**src/rtl/serial_add_sub.sv**
```systemverilog
// Bit-serial adder/subtractor: one full-adder cell and a carry flip-flop
// process the operands LSB first, one bit per clock, over WIDTH cycles.
module serial_add_sub #(
  parameter int WIDTH = 4
) (
  input  logic             clk,
  input  logic             rst,
  input  logic             start,
  input  logic             sub,
  input  logic [WIDTH-1:0] a,
  input  logic [WIDTH-1:0] b,
  input  logic             cin,
  output logic             busy,
  output logic             done,
  output logic [WIDTH-1:0] result,
  output logic             cout,
  output logic             overflow,
  output logic [1:0]       dbg_state
);

  // Handshake: a request is taken on any rising edge where start=1 and busy=0;
  // no ready/ack is returned beyond busy, and requests seen while busy=1 are
  // dropped, not queued. done pulses for one cycle when result/cout/overflow
  // hold the answer, and those outputs stay stable until the next done or reset.

  typedef enum logic [1:0] {
    S_IDLE = 2'd0,
    S_RUN  = 2'd1,
    S_DONE = 2'd2
  } state_t;

  localparam int CW = (WIDTH > 1) ? $clog2(WIDTH) : 1;
  localparam logic [CW-1:0] LAST = CW'(WIDTH - 1);

  state_t           r_state;
  state_t           w_next;
  logic [WIDTH-1:0] r_a;
  logic [WIDTH-1:0] r_b;
  logic [WIDTH-1:0] r_sum;
  logic             r_carry;
  logic [CW-1:0]    r_cnt;

  logic             w_s;
  logic             w_c_next;
  logic             w_last;
  logic [WIDTH-1:0] w_sum_shifted;

  assign w_s           = r_a[0] ^ r_b[0] ^ r_carry;
  assign w_c_next      = (r_a[0] & r_b[0]) | (r_a[0] & r_carry) | (r_b[0] & r_carry);
  assign w_last        = (r_cnt == LAST);
  assign w_sum_shifted = {w_s, r_sum[WIDTH-1:1]};

  always_ff @(posedge clk or posedge rst) begin
    if (rst) begin
      r_state <= S_IDLE;
    end else begin
      r_state <= w_next;
    end
  end

  always_comb begin
    w_next = r_state;
    unique case (r_state)
      S_IDLE:  if (start) w_next = S_RUN;
      S_RUN:   if (w_last) w_next = S_DONE;
      S_DONE:  w_next = S_IDLE;
      default: w_next = S_IDLE;
    endcase
  end

  // Subtraction rides on the same adder: a + ~b + ~cin == a - b - cin mod 2^WIDTH.
  always_ff @(posedge clk or posedge rst) begin
    if (rst) begin
      r_a      <= '0;
      r_b      <= '0;
      r_sum    <= '0;
      r_carry  <= 1'b0;
      r_cnt    <= '0;
      result   <= '0;
      cout     <= 1'b0;
      overflow <= 1'b0;
    end else begin
      case (r_state)
        S_IDLE: begin
          if (start) begin
            r_a     <= a;
            r_b     <= sub ? ~b : b;
            r_carry <= cin ^ sub;
            r_cnt   <= '0;
          end
        end
        S_RUN: begin
          r_sum   <= w_sum_shifted;
          r_a     <= r_a >> 1;
          r_b     <= r_b >> 1;
          r_carry <= w_c_next;
          r_cnt   <= r_cnt + 1'b1;
          if (w_last) begin
            // r_carry is the carry into the MSB at this point.
            result   <= w_sum_shifted;
            cout     <= w_c_next;
            overflow <= r_carry ^ w_c_next;
          end
        end
        default: ;
      endcase
    end
  end

  assign busy      = (r_state != S_IDLE);
  assign done      = (r_state == S_DONE);
  assign dbg_state = r_state;

endmodule

```
**config.mk**
```make
export PLATFORM = sky130hd
export DESIGN_NAME = serial_add_sub
export DESIGN_NICKNAME = d
export VERILOG_FILES = /design/src/rtl/serial_add_sub.sv
export SDC_FILE = /design/constraint.sdc
export NUM_CORES = 1
export LEC_CHECK = 0
export CAP_MARGIN = 25
export CORE_MARGIN = 2
export CORE_UTILIZATION = 50
export CTS_BUF_LIST = sky130_fd_sc_hd__clkbuf_8 sky130_fd_sc_hd__clkbuf_16
export CTS_CLUSTER_DIAMETER = 120
export CTS_CLUSTER_SIZE = 30
export DETAILED_ROUTE_END_ITERATION = 7
export DONT_BUFFER_PORTS = 1
export GPL_ROUTABILITY_DRIVEN = 0
export PLACE_DENSITY = 0.71
export SYNTH_ARGS = -nofsm -noshare
export SYNTH_HDL_FRONTEND = slang
export SYNTH_SLANG_ARGS = --single-unit
```
**constraint.sdc**
```tcl
create_clock -name clk -period 1.7 [get_ports clk]
set_input_delay 0.085 -clock clk [delete_from_list [all_inputs] [get_ports clk]]
set_output_delay 0.085 -clock clk [all_outputs]
set_load 0.02 [all_outputs]
```
==> results of run 1 <==
[power by group through the flow]
stage / sequential (W) / clock, W / combinational, W
after CTS: 0.000997 / 0.000481 / 0.000717
after floorplan: 0.000975 / 0 / 0.000625
after detailed placement: 0.00101 / 0 / 0.000714
final: 0.000995 / 0.000477 / 0.000709
after global routing: 0.00103 / 0.000503 / 0.000815
after global placement: 0.000997 / 0 / 0.000695
[layout make-up]
type	count	area (um^2)
flip-flops and latches	22	550.5
fillers	174	815.8
inverters	3	11.26
repair buffers	5	42.54
well taps	27	33.78
clock buffers	3	41.29
multi-input cells	62	416.7
clock inverters	1	30.03
[sequential cells by signal, summed over array words and instances (netlist names)]
register / count
r_a: 4
r_b: 4
result: 4
r_sum: 3
dbg_state: 2
r_cnt: 2
cout: 1
overflow: 1
r_carry: 1
[metrics by stage]
step           area (um^2)  setup WS [ns]
6_report              1126         0.2617
5_1_grt               1126         0.1457
3_3_place_gp          1035         0.3145
2_1_floorplan         1021         0.3209
3_5_place_dp          1035         0.2907
4_1_cts               1126         0.2718
[Yosys cell counts (2+ instances only)]
master and number:
sky130_fd_sc_hd__a221o_2 4, sky130_fd_sc_hd__nor2_1 4, sky130_fd_sc_hd__inv_1 3, sky130_fd_sc_hd__o21ai_0 7, sky130_fd_sc_hd__dfrtp_1 22, sky130_fd_sc_hd__nand2_1 13
sky130_fd_sc_hd__mux2_2 5, sky130_fd_sc_hd__buf_6 2, sky130_fd_sc_hd__xnor2_1 6, sky130_fd_sc_hd__a21oi_1 3, sky130_fd_sc_hd__nor2b_1 6, sky130_fd_sc_hd__nand3_1 3
sky130_fd_sc_hd__a22oi_1 3
[metal layers]
layer / GRT usage [%] / wire (um)
met1: 21.63 / 787
met2: 24.10 / 800
met3: 3.067 / 74
met4: 4.286 / 10
met5: 0 / 0
[worst min path at each step]
stage	start	slack (ns)	endpoint
floorplan	rst	0.07	cout
global placement	rst	0.03	result[0]
detailed placement	rst	0.03	result[0]
CTS	b[3]	0.004	r_b[3]
global route	b[3]	0.01	r_b[3]
finish	b[3]	0.003	r_b[3]
[kinds of logic (layout without fill, tap and decap cells)]
kind of cell / Yosys count / after routing
compound gates: 19 / 19
xor+xnor: 6 / 6
fa+ha+maj: 2 / 2
buf+inv: 9 / 12
flops: 22 / 22
mux: 5 / 5
simple gates: 30 / 30
==> flow_summary.toml, run 1 <==
[critical_path]
crit_path_end = "result[3]"
timing.critical_path.required_ns = 1.85
timing.critical_path.max_delay_family = "flip-flops"
timing.critical_path.cells = "ha_1 > nand3b_1 > mux2_2"
crit_arrival_ns = 1.59
cp-end-kind = "flip-flop"
rr_worst_depth = 3
cp-startpoint = "r_cnt[0]"
largest_fanout_on_the_critical_path = 8
critPathSlowestCell = "sky130_fd_sc_hd__dfrtp_1"
critical_path_buf_inv_count = 0
worst-path-stages = 3
slowest_delay_ns = 0.40
reg2reg_end = "result[3]"
r2r_slack_ns = 0.26
worstSetupPathType = "reg2reg"
worst_setup_path_start_kind = "flip-flop"
r2r_start = "r_cnt[0]"

[yosys]
syn-mean-instance-area_um2 = 10.98
synth_async_sr_flop_share_pct = 100.0
netlist_area_mm2 = 0.001021
number_of_enable_flip_flop_cells_after_synthesis = 0
synth.mux.area_fraction_pct = 5.515
synthesis.nets = 108
synthXorXnorAreaFrac_pct = 5.147
synth.yosys.warnings = 0
synth_sequential_area_ratio_pct = 53.92
synth-simple-area-share_pct = 14.22
main_combinational_cell_family_by_area_after_synthesis = "simple AND/OR/NAND/NOR gates"
synth_compound_gate_area_share_pct = 12.75
synth_top_area_cells = "sky130_fd_sc_hd__dfrtp_1 (54%), sky130_fd_sc_hd__mux2_2 (5.5%), sky130_fd_sc_hd__xnor2_1 (5.1%)"
postSynthRegisterBits = 22
synth_cell_types = 25
dominantRegCellSynth = "sky130_fd_sc_hd__dfrtp_1"
post_syn_instances = 93
post-synth-top-area-cell = "sky130_fd_sc_hd__dfrtp_1"
synth-adder-area-share_pct = 3.186
synth_top_area_share_pct = 53.92

[clock_tree]
tritoncts.num_buffers = 3
post_cts_hold_buffer_count = 2
clock_latency_reported_for_the_late_side_of_the_worst_skew_pair_ns = 0.26
max-clock-path-buffers = 2
clkTransAtPathRegs_ns = 0.08
postCtsSetupBuffers = 0
htree_num_levels = 1
clkSinkCount = 22
cts-resized-gates = 0
cts_tree = "done"
clock_tree.root_cell = "sky130_fd_sc_hd__clkbuf_8"

[die]
ios = 23
coreArea_mm2 = 0.001942
die_width_um = 49.19
die_height_um = 49.19
floorplan.initialDensity_pct = 52.58
core.rowCount = 16
die_area_mm2 = 0.002420

[power]
power_report.internal_total_w = 0.001388
power.density_mw_per_mm2 = 1937
worst_ir_drop_vdd_uv = 952.0
switchingPower_w = 0.0007927
power_switching_share_pct = 36.35
cellLeakagePower_nw = 0.5203
power.sequential.fraction_pct = 45.6
power.share.combinational_pct = 32.5
clock_power_share_pct = 21.9
report.power.total_w = 0.002181

[sta]
hold_viol_final = 0
post-route-period-util_pct = 84.60
finalClockSkew_ns = 0.003158
max-slew-margin-rel_pct = 53.42
clock.fmax_mhz = 695.3
tightest_slew_ns = 0.6973
setup_viol = 0
rsz_0062_raised_after_global_routing = "false"
setup_total_negative_slack_ns = 0
fin_crit_ns = 1.438
slew_violations = 0
hold_ws_ns = 0.003012

[global_route]
grt_overflow_total = 0
number_of_global_route_vias_before_repair = 635
grt_util_all_layers_pct = 15.34
grt_max_degree = 23
antenna_found_initial = 0
first_pass_grt_wire_length_um = 2863

[routing]
post_drt_wl_per_cell_um = 13.59
total_wirelength_um = 1672
viasPerCell = 5.382
drt_drc_violations_left = 0
initialDrtViolationCount = 10
detail_route.first_pass.iterations = 2
postRouteAntennaNets = 0
count_of_vias_placed_by_the_detailed_router = 662

[cells_and_area]
n_antenna_cell = 0
most_common_cell_after_layout_fill_and_taps_aside = "sky130_fd_sc_hd__dfrtp_1"
final_core_util_pct = 57.99
nets = 112
most_frequent_cells_in_the_layout = "sky130_fd_sc_hd__dfrtp_1 (22), sky130_fd_sc_hd__nand2_1 (13), sky130_fd_sc_hd__o21ai_0 (7)"
final_layout_size_suffix_gt1_share_pct = 17.71
syn_to_final_growth_pct = 10.29
layoutNonFillerInstCount = 123

[run_status]
run_status = "completed"

[place]
place_hpwl_um = 1238
placedCellCount = 117
buffer_ports.inserted = 0

[min_path]
min-delay-path-class = "in2reg"
hold-path-cell-count = 2

[flow_run]
cap_viol_max_count = 0
No activity file was read; power rests on OpenSTA's default activity.
==> run 2, diff against run 1 <==
PLACE_DENSITY = 0.74   (was 0.71)
clock period = 1.2 ns   (was 1.7 ns; I/O delays follow)
==> run 2 against run 1 <==
- the run now ends with hold timing, setup timing left
- global-route usage increased by 3.4 points
- clock skew grew 0.00052 ns
- flip-flop and latch count unchanged
- wire length up 23%
- register-to-register slack got worse by 0.39 ns
- first-iteration DRC count increased by 10%
- sequential share of layout area down 7.7 points
- core utilization grew 11 points
- critical path depth down 1
==> flow_summary.toml, run 2 (synthesis gave the netlist of run 1 again) <==
[critical_path]
worstSetupPathType = "reg2reg"
critical_path_buf_inv_count = 0
timing.critical_path.max_delay_family = "adder cells"
timing.critical_path.required_ns = 1.34
cp-end-kind = "flip-flop"
worst_setup_path_start_kind = "flip-flop"
timing.critical_path.cells = "fa_2 > a221o_2"
slowest_delay_ns = 0.43
crit_arrival_ns = 1.46
critPathSlowestCell = "sky130_fd_sc_hd__fa_2"
largest_fanout_on_the_critical_path = 3

[sta]
max-slew-margin-rel_pct = 79.74
fin_ws_ns = -0.1282
hold_viol_final = 1
fin_crit_ns = 1.328
hold_ws_ns = -0.004503
rsz_0062_raised_after_global_routing = "true"
setup_total_negative_slack_ns = -0.3976
setup_viol = 7
finalClockSkew_ns = 0.003681
slew_violations = 0
post-route-period-util_pct = 110.7
clock.fmax_mhz = 752.9
tightest_slew_ns = 0.3032

[routing]
count_of_vias_placed_by_the_detailed_router = 727
initialDrtViolationCount = 11
viasPerCell = 5.230
drt_drc_violations_left = 0
total_wirelength_um = 2056
post_drt_wl_per_cell_um = 14.79
postRouteAntennaNets = 0
detail_route.first_pass.iterations = 4

[place]
buffer_ports.inserted = 0
placedCellCount = 126
place_hpwl_um = 1318
placed_area_mm2 = 0.001107

[run_status]
run_status = "finished, violations left"
violated_checks = "hold timing, setup timing"

[global_route]
grt_util_all_layers_pct = 18.77
grt_max_degree = 23
antenna_found_initial = 0
first_pass_grt_wire_length_um = 3429
grt_overflow_total = 0
number_of_global_route_vias_before_repair = 739

[cells_and_area]
most_frequent_cells_in_the_layout = "sky130_fd_sc_hd__dfrtp_1 (20), sky130_fd_sc_hd__nand2_1 (13), sky130_fd_sc_hd__buf_4 (12)"
n_antenna_cell = 0
final_layout_size_suffix_gt1_share_pct = 43.75
syn_to_final_growth_pct = 31.37
final_core_util_pct = 69.07
layoutNonFillerInstCount = 139
fillCellCount = 157
most_common_cell_after_layout_fill_and_taps_aside = "sky130_fd_sc_hd__dfrtp_1"
nets = 129
design_area_mm2 = 0.001341
largestRegisters = "r_a: 4 flops, r_b: 4 flops, result: 4 flops"

[clock_tree]
clkTransAtPathRegs_ns = 0.07
htree_num_levels = 1
cts_tree = "done"
clock_latency_reported_for_the_late_side_of_the_worst_skew_pair_ns = 0.25
tritoncts.num_buffers = 3
clkSinkCount = 22
clock_tree.root_cell = "sky130_fd_sc_hd__clkbuf_8"
max-clock-path-buffers = 2

[power]
worst_ir_drop_vdd_uv = 1485
power.density_mw_per_mm2 = 2614
cellLeakagePower_nw = 0.6233

[die]
ios = 23
floorplan.initialDensity_pct = 52.58
die_height_um = 49.19
die_area_mm2 = 0.002420
die_width_um = 49.19
coreArea_mm2 = 0.001942
core.rowCount = 16

[flow_run]
cap_viol_max_count = 0

[min_path]
min-delay-path-class = "in2reg"
run 2: cell count changes in the layout (fill, tap and decap cells not counted), sizes merged:
cell,change
buf,+14
dlygate4sd3,+2
bufinv,-1
or3b,+1
run 2: timing repair:
action                                  in CTS  in global routing
setup buffers                                3                  2
hold buffers                                 4                  0
cloned                                       0                  1
hold endpoints to repair                    24                  0
resized for setup                           11                 21
pin swaps                                    3                  9
endpoints found under the setup margin      17                 20
run 2: metrics by stage:
step           setup slack (ns)  hold slack (ns)  total power [W]
3_3_place_gp            -0.1306        -0.003805         0.002587
2_1_floorplan           -0.1425          0.04909         0.002321
6_report                -0.1282        -0.004503         0.003506
4_1_cts                -0.09911          0.02648         0.003269
3_5_place_dp            -0.1552         0.003334         0.002657
5_1_grt                 -0.1538          0.03577         0.003747
run 2: where the power goes:
group,internal (W),leakage [nW],switching (W)
registers,0.00107,0.277,0.000376
clock network,0.000223,0.0216,0.000205
logic,0.000890,0.325,0.000742
run 2: metal layers:
layer	track usage, %	part of all wire (%)	up-vias
li1	-	-	354
met1	22.40	43	358
met2	33.56	53	13
met3	3.988	3.3	2
met4	5.714	0.63	0
met5	0	0	-
run 2: worst paths after layout:
path,start,endpoint,cells past startpoint,slack [ns]
max in group asynchronous,rst,dbg_state[0],3,0.68
worst min-delay path,a[2],r_a[2],2,-0.005
worst max register to register,r_carry,r_carry,2,-0.13
worst min register to register,r_sum[1],r_sum[1],2,0.48
worst max-delay path,r_carry,r_carry,2,-0.13
min in group asynchronous,rst,r_cnt[0],3,0.28
run 2: area by class of cell:
class / count / area [um^2] / share of cell area (%)
well taps: 27 / 33.78 / 2.519
inverters: 3 / 11.26 / 0.8395
multi-input cells: 63 / 515.5 / 38.43
clock buffers: 3 / 41.29 / 3.078
repair buffers: 21 / 186.4 / 13.90
flip-flops and latches: 22 / 553.0 / 41.23
==> run 3, diff against run 2 <==
CTS_BUF_LIST = not set   (was sky130_fd_sc_hd__clkbuf_8 sky130_fd_sc_hd__clkbuf_16)
==> run 3 against run 2 <==
- the flow still finishes with violations (hold timing, setup timing)
- cell count grew 4.3%
- die area unchanged
- register-to-register slack is essentially flat
- clock-buffer cell count unchanged
- hold slack got worse by 0.0060 ns
- global-route usage is 0.87 points higher
- critical endpoint unchanged
- largest cell class unchanged
==> flow_summary.toml, run 3 (synthesis gave the netlist of run 1 again) <==
[run_status]
violated_checks = "hold timing, setup timing"
run_status = "finished, violations left"

[sta]
slew_violations = 0
tightest_slew_ns = 0.2783
hold_ws_ns = -0.01048
hold_viol_final = 1
post-route-period-util_pct = 109.7
setup_total_negative_slack_ns = -0.5637
max-slew-margin-rel_pct = 81.45
rsz_0062_raised_after_global_routing = "true"
finalClockSkew_ns = 0.003410
clock.fmax_mhz = 759.8
fin_crit_ns = 1.316
setup_viol = 10
fin_ws_ns = -0.1161

[clock_tree]
clkSinkCount = 22
clkTransAtPathRegs_ns = 0.11
clock_tree.root_cell = "sky130_fd_sc_hd__clkbuf_4"
clock_latency_reported_for_the_late_side_of_the_worst_skew_pair_ns = 0.31
max-clock-path-buffers = 2
cts_tree = "done"
tritoncts.num_buffers = 3
htree_num_levels = 1

[place]
place_hpwl_um = 1318
buffer_ports.inserted = 0
place_worst_setup_slack_ns = -0.1552

[cells_and_area]
most_frequent_cells_in_the_layout = "sky130_fd_sc_hd__dfrtp_1 (20), sky130_fd_sc_hd__buf_4 (15), sky130_fd_sc_hd__nand2_1 (13)"
most_common_cell_after_layout_fill_and_taps_aside = "sky130_fd_sc_hd__dfrtp_1"
nets = 135
largestRegisters = "r_a: 4 flops, r_b: 4 flops, result: 4 flops"
n_antenna_cell = 0
final_layout_size_suffix_gt1_share_pct = 42.37
syn_to_final_growth_pct = 33.46

[global_route]
first_pass_grt_wire_length_um = 3532
grt_overflow_total = 0
number_of_global_route_vias_before_repair = 765
grt_util_all_layers_pct = 19.64
antenna_found_initial = 0
grt_max_degree = 23

[routing]
routed.top_layer = "met4"
initialDrtViolationCount = 7
total_wirelength_um = 2213
detail_route.first_pass.iterations = 4
viasPerCell = 5.255
drt_drc_violations_left = 0
count_of_vias_placed_by_the_detailed_router = 762
route.met3.wl_um = 75
wl_met2_um = 1122
post_drt_wl_per_cell_um = 15.26
postRouteAntennaNets = 0
route.layer.met1.wl_um = 976

[power]
worst_ir_drop_vdd_uv = 1798
cellLeakagePower_nw = 0.6408
power.density_mw_per_mm2 = 2525

[critical_path]
cp-end-kind = "flip-flop"
worstSetupPathType = "reg2reg"
crit_arrival_ns = 1.52
worst_setup_path_start_kind = "flip-flop"
timing.critical_path.required_ns = 1.40
largest_fanout_on_the_critical_path = 3
rr_worst_depth = 2

[min_path]
min-delay-path-class = "in2reg"
hold-path-cell-count = 3

[flow_run]
cap_viol_max_count = 0

[die]
ios = 23
core.rowCount = 16
die_width_um = 49.19
floorplan.initialDensity_pct = 52.58
coreArea_mm2 = 0.001942
die_height_um = 49.19
die_area_mm2 = 0.002420
run 3: timing repair:
| item | in CTS | in global routing |
|---|---|---|
| hold endpoints to repair | 28 | 0 |
| endpoints found under the setup margin | 17 | 18 |
| pin swaps | 3 | 6 |
| resized for setup | 16 | 11 |
| hold buffers | 8 | 0 |
| buffers inserted | 3 | 3 |
| cloned | 1 | 1 |
run 3: power by group:
| group | internal (W) | switching (W) |
|---|---|---|
| logic | 0.000915 | 0.000754 |
| clock network | 0.000117 | 0.000210 |
| registers | 0.00107 | 0.000375 |
| total | 0.00210 | 0.00134 |
run 3: per-layer routing:
metal	vias to the layer above	global-route usage (%)
met3	6	2.454
met1	369	25.10
met5	-	0
li1	368	-
met2	19	31.98
met4	0	11.43
run 3: layout make-up:
type | instances | area [um^2]
tap | 27 | 33.78
inverter | 3 | 11.26
fill | 159 | 579.3
clock buffer | 3 | 22.52
timing repair buffer | 26 | 226.5
multi-input combinational | 64 | 515.5
sequential | 22 | 553.0
run 3: final timing paths:
kind                       startpoint           end  slack, ns
setup / recovery              r_carry       r_carry      -0.12
hold / removal                  start        r_a[0]      -0.01
setup reg to reg              r_carry       r_carry      -0.12
hold reg to reg              r_sum[1]      r_sum[1]       0.50
max in group asynchronous         rst  dbg_state[0]       0.75
min in group asynchronous         rst      r_cnt[1]       0.21
run 3: per-stage QoR:
step	util [%]	power, W	instance area (um^2)	std cells
after floorplan	-	0.002321	1036	93
after CTS	66.69	0.003254	1295	141
final	70.17	0.003441	1363	145
after global placement	57.02	0.002587	1107	126
after detailed placement	57.02	0.002657	1107	126
after global routing	70.17	0.003669	1363	145
run 3: critical path, stage by stage (launching register included):
cell and delay (ns):
sky130_fd_sc_hd__dfrtp_1 0.42, sky130_fd_sc_hd__fa_2 0.43, sky130_fd_sc_hd__a221o_2 0.36
